===== config.mk =====
export PLATFORM = sky130hd
export DESIGN_NAME = i2c_slave_ctrl
export DESIGN_NICKNAME = d
export VERILOG_FILES = /design/src/rtl/i2c_slave_ctrl.sv
export SDC_FILE = /design/constraint.sdc
export NUM_CORES = 1
export LEC_CHECK = 0
export ABC_AREA = 1
export BUFFER_PORTS_ARGS = -buffer_cell sky130_fd_sc_hd__buf_4
export CORE_MARGIN = 2
export CORE_UTILIZATION = 30
export CTS_CLUSTER_DIAMETER = 40
export DETAILED_ROUTE_END_ITERATION = 6
export PLACE_DENSITY = 0.55
export SLEW_MARGIN = 15
export SYNTH_ARGS = -nofsm -noshare
export SYNTH_HDL_FRONTEND = slang
export SYNTH_SLANG_ARGS = --single-unit
export TNS_END_PERCENT = 100

===== constraint.sdc =====
create_clock -name clk -period 2.2 [get_ports clk]
set_clock_uncertainty 0.2 [all_clocks]
set_input_delay 0.55 -clock clk [delete_from_list [all_inputs] [get_ports clk]]
set_output_delay 0.55 -clock clk [all_outputs]
set_load 0.01 [all_outputs]

===== src/rtl/i2c_slave_ctrl.sv =====
// Protocol sequencer for a read-only I2C slave: address receive, address ACK/NACK,
// byte load/transmit and master-ACK checking, steering the SDA output selector.
module i2c_slave_ctrl (
    input  logic       clk,
    input  logic       n_rst,
    input  logic       start_found,
    input  logic       stop_found,
    input  logic       byte_received,
    input  logic       ack_prep,
    input  logic       check_ack,
    input  logic       ack_done,
    input  logic       rw_mode,
    input  logic       address_match,
    input  logic       sda_in,
    output logic       rx_enable,
    output logic       tx_enable,
    output logic       read_enable,
    output logic       load_data,
    output logic [1:0] sda_mode
);

    typedef enum logic [3:0] {
        StIdle,
        StAddrRx,
        StAddrChk,
        StAckWait,
        StAckDrive,
        StNackWait,
        StNackDrive,
        StLoad,
        StTxByte,
        StMackWait,
        StMackDone
    } state_e;

    state_e state;

    // Bus events override everything; STOP wins when both arrive together.
    always_ff @(posedge clk or negedge n_rst) begin
        if (!n_rst) begin
            state <= StIdle;
        end else if (stop_found) begin
            state <= StIdle;
        end else if (start_found) begin
            state <= StAddrRx;
        end else begin
            case (state)
                StIdle:      state <= StIdle;
                StAddrRx:    if (byte_received) state <= StAddrChk;
                StAddrChk:   state <= (address_match && rw_mode) ? StAckWait : StNackWait;
                StAckWait:   if (ack_prep) state <= StAckDrive;
                StAckDrive:  if (ack_done) state <= StLoad;
                StNackWait:  if (ack_prep) state <= StNackDrive;
                StNackDrive: if (ack_done) state <= StIdle;
                StLoad:      state <= StTxByte;
                StTxByte:    if (ack_prep) state <= StMackWait;
                StMackWait:  if (check_ack) state <= sda_in ? StIdle : StMackDone;
                StMackDone:  if (ack_done) state <= StLoad;
                default:     state <= StIdle;
            endcase
        end
    end

    always_comb begin
        rx_enable   = 1'b0;
        tx_enable   = 1'b0;
        read_enable = 1'b0;
        load_data   = 1'b0;
        sda_mode    = 2'b00;
        case (state)
            StAddrRx:    rx_enable = 1'b1;
            StAckDrive:  sda_mode = 2'b01;
            StNackDrive: sda_mode = 2'b10;
            StLoad: begin
                load_data   = 1'b1;
                read_enable = 1'b1;
            end
            StTxByte: begin
                tx_enable = 1'b1;
                sda_mode  = 2'b11;
            end
            default: ;
        endcase
    end

endmodule

Word-level counts from Yosys, hierarchy flattened

Index checks and enable logic that the tools add are counted.
Widths: inputs -> output; s select.

$add $sub $neg: 0
Multiply operators: 0
Divide/modulo/power cells: 0
Order comparisons: 0
Eq/ne operators: 17
Shift-type cells: 0
Muxes and demuxes: 16
Bitwise operators: 0
Reduce and logical (&&, ||, !) cells: 3

Operators by type and width:

| kind               | count |
|---|---|
| $mux 4             | 10 |
| $pmux 4 s9         | 1 |
| $ne 4x4->1 const B | 6 |
| $eq 4x3->1 const B | 4 |
| $eq 4x4->1 const B | 3 |
| $eq 4x2->1 const B | 2 |
| $reduce_and 7->1   | 1 |
| $pmux 2 s3         | 1 |
| $eq 4x1->1 const B | 1 |
| $ne 4x1->1 const B | 1 |
| $mux 1             | 3 |
| $mux 3             | 1 |
| $reduce_or 2->1    | 1 |
| $logic_and 1x1->1  | 1 |

Register bits after elaboration: 4
Latch bits: 0
RAM bits: 0
Bits in read-only memories: 0
Bits of input ports: 11
Output and inout port bits: 6
Logic and storage cells: 37
Memories kept: 0

Longest topological paths before layout

Word-level depth: 5
Depth in mapped cells: 10
Gate-level depth less buffers: 10

Least setup slack after synthesis

No wires, ideal clock.

Path kind: flip-flop to output port
Start: register state[3]
End: output read_enable
Data arrival time: 966 ps
Required time: 1,450 ps
Setup slack: 484 ps
Stages on the path, launching flop included: 5
Buffers on the path: 1
Path through: dfrtp_1 > inv_2 > nand2_1 > nor2_1 > buf_4

Longest elaborated chain between the ends: 2

Ends and longest elaborated chain:

| item                   | line | RTL |
|---|---|---|
| start, declared        | 36   | `state_e state;` |
| start signal, assigned | 41   | `state <= StIdle;` |
| start signal, assigned | 43   | `state <= StIdle;` |
| start signal, assigned | 45   | `state <= StAddrRx;` |
| $eq 4x3->1             | -    |  |
| $mux 1                 | -    |  |
| end, declared          | 17   | `output logic read_enable,` |

No other way between the ends.

Worst setup path after layout

Start: register state[0]
End: output sda_mode[0]

Longest elaborated chain between the ends: 2
Elaborated cells between the ends (all ways): 4
Classes of those cells: eq/ne: 3; mux: 1

Ends and longest elaborated chain:

| item                                     | line | RTL |
|---|---|---|
| $eq 4x4->1 or $eq 4x3->1 (tied branches) | 70   | `case (state)` |
| $pmux 2 s3 (*)                           | 70   |  |
| end, declared                            | 19   | `output logic [1:0] sda_mode` |

Every way passes the cells marked *; elsewhere a longest branch is shown, timed or not.

==> impl_metrics.tcl <==
set metrics [dict create \
    status "complete, no violations" \
    cts_root_buffer "clkbuf_4" \
    start_util_pct 31.8 \
    hold_class "primary input to flop" \
    hold_viol 0 \
    largest_reg_flops 4 \
    first_global_vias 458 \
    final.setup.worst_slack_ns 0.232 \
    vias_per_cell 4.35 \
    antenna_found_initial 0 \
    cts_buffers 3 \
    max_freq_mhz 508 \
    drt_iter0_drc 19 \
    die_area_um2 1930 \
    r2r-start "state[0]" \
    setup_viol 0 \
    syn_area_um2 479 \
    synth_top_area_cell "nand2_1" \
    finalNetCount 121 \
    total_power_mw 0.224 \
    routed_wl_um 1060 \
    clk-insertion-delay-late_ns 0.23 \
    synth-seq-cells 4 \
    slowest_stage "dfrtp_1" \
    synth_top_area_share_pct 25.1 \
    finalCritPeriodShare_pct 89.4 \
    placement_rows 14 \
    cp_top_family "flip-flops" \
    synth_top_family_by_area "simple AND/OR/NAND/NOR gates" \
    slew_viol_final 0 \
    min_from "stop_found" \
    worst_ep_arrival_time_ns 1.22 \
    routabilityCongestion 0.848 \
    cp.buffers_inverters 1 \
    core_um2 1510 \
    rr_endpoint "state[0]" \
    numPortBuffers 16 \
    crit_fanout 7 \
    postSynthCellCount 89 \
    cpPeakStageDelay_ns 0.45 \
    grt_usage_pct 11.8 \
    p_per_area_nw_per_um2 348 \
    cts.sinks 4 \
    synth_simple_gate_area_share_pct 64.0 \
    p_leak_nw 0.419 \
    synthFlopType "dfrtp_1" \
    wl_per_cell_um 8.55 \
    yosys_warnings 0 \
    final_cell_area_um2 644 \
    rsz0062_at_grt "false" \
    overflow 0 \
    max_slew.worst_pin.slew_ns 0.422 \
    syn_to_final_growth_pct 34.5 \
    crit_required_ns 1.45 \
    synth-compound-area-share_pct 1.04 \
    io_pins 17 \
    hpwl_um 887 \
    ys_types 14 \
    ys_seq_area_share_pct 20.9 \
    fill_cells 176 \
    min_to "state[3]" \
    via_count 539 \
    r2r_setup_slack_ns 0.64 \
    synthArstFlopShare_pct 100 \
    fin_crit_ns 1.97 \
    syn-num-nets 100 \
    max_slew_margin_pct 71.7 \
    clkSlewWorstSetupHoldPaths_ns 0.04 \
    ctsLongestPathBuffers 2 \
    top_regs "state (4)" \
    setup_tns_ns 0 \
    synthMuxAreaShare_pct 0 \
    ir_drop_mv 0.141 \
    antenna_left 0 \
    die-width_um 44.0 \
    grt_max_degree 8 \
    dr.pass1.iters 4 \
    diodes 0 \
    cp-end-kind "output pin" \
    synth-edff-count 0 \
    ys_top_cells_by_count "nand2_1, nor2_1, inv_1" \
    regMostFlops "state" \
    dieHeight_um 44.0 \
    postCtsSetupBuffers 0 \
    synth_fa_ha_area_share_pct 0 \
    post-place-ws_ns 0.475 \
    avgSynthCellArea_um2 5.38 \
    placed_area_um2 612 \
    yosysMostFrequentCell "nand2_1" \
    path_class "flop to output pin" \
    path_common_cell "nand2_1" \
    hold_path_depth 4 \
    grt_pass1_wl_um 1720 \
    htree_levels 1 \
    synth-xor-area-share_pct 0 \
    r2r_cells 8 \
    synth_area_leaders "nand2_1, dfrtp_1, nor2_1" \
    cts_tree "yes" \
    startpoint_type "flop" \
    startpoint "state[0]" \
    drive_gt1_share_pct 29.6 \
    maxCapViolations 0 \
    cp_cell_sequence "nor2_1, nand2_1, nand2_1, buf_4" \
    drc 0 \
]
## cell usage in the layout (no fill, tap or decap)
cell           instances
nand2_1               32
nor2_1                16
buf_4                 16
inv_1                 12
nand3_1                9
inv_2                  4
nor2_2                 4
dfrtp_1                4
clkbuf_4               3
nand2_2                2
nand3_2                1
nand3_4                1
nand2_4                1
nor3_1                 1
a21oi_1                1
dlygate4sd3_1          1
## tightest hold or removal path, stage by stage
cell     delay, ns
buf_4         0.10
nor2_1        0.04
nand2_1       0.05
nand2_1       0.04
## worst max-delay path by stage
stage,end,slack (ns),depth (start not counted)
after detailed placement,sda_mode[0],0.47,5
after CTS,sda_mode[0],0.23,4
after global routing,sda_mode[0],0.12,5
final,sda_mode[0],0.23,4
after floorplan,read_enable,0.48,4
after global placement,sda_mode[0],0.45,5
## final cells by class
| class | count | area, um^2 | area share (%) |
|---|---|---|---|
| Timing Repair Buffer | 17 | 130 | 20.2 |
| Tap cell | 16 | 20.0 | 3.11 |
| Clock buffer | 3 | 22.5 | 3.50 |
| Sequential cell | 4 | 100 | 15.5 |
| Multi-Input combinational cell | 68 | 312 | 48.3 |
| Inverter | 16 | 60.1 | 9.32 |
## through the flow
step	instances	hold slack (ns)	utilization, %
after floorplan	89	0.0544	-
after global placement	120	0.149	40.6
after detailed placement	120	0.147	40.6
after CTS	124	0.401	42.8
after global routing	124	0.424	42.8
final	124	0.407	42.8
## logic make-up after synthesis
| family | Yosys count |
|---|---|
| flip-flops | 4 |
| AO/OA/AOI/OAI | 1 |
| buffers and inverters | 17 |
| AND/OR/NAND/NOR | 67 |
## power breakdown
part	internal, mW	switching, mW
Combinational	0.0267	0.0293
Clock	0.0607	0.0257
Sequential	0.0766	0.00513
Total	0.164	0.0602
## layer usage
layer	wire length, um	vias to the layer above	global-route usage (%)
met5	0	-	0
met4	0	0	5.45
met3	68	0	1.25
met2	474	16	17.9
met1	517	221	16.5
li1	-	302	-
## timing repair
item,4_1_cts,5_1_grt
hold buffers,1,0
hold endpoints to repair,4,0
resized for setup,0,0
Note: power is estimated with default switching activity, not from simulation.
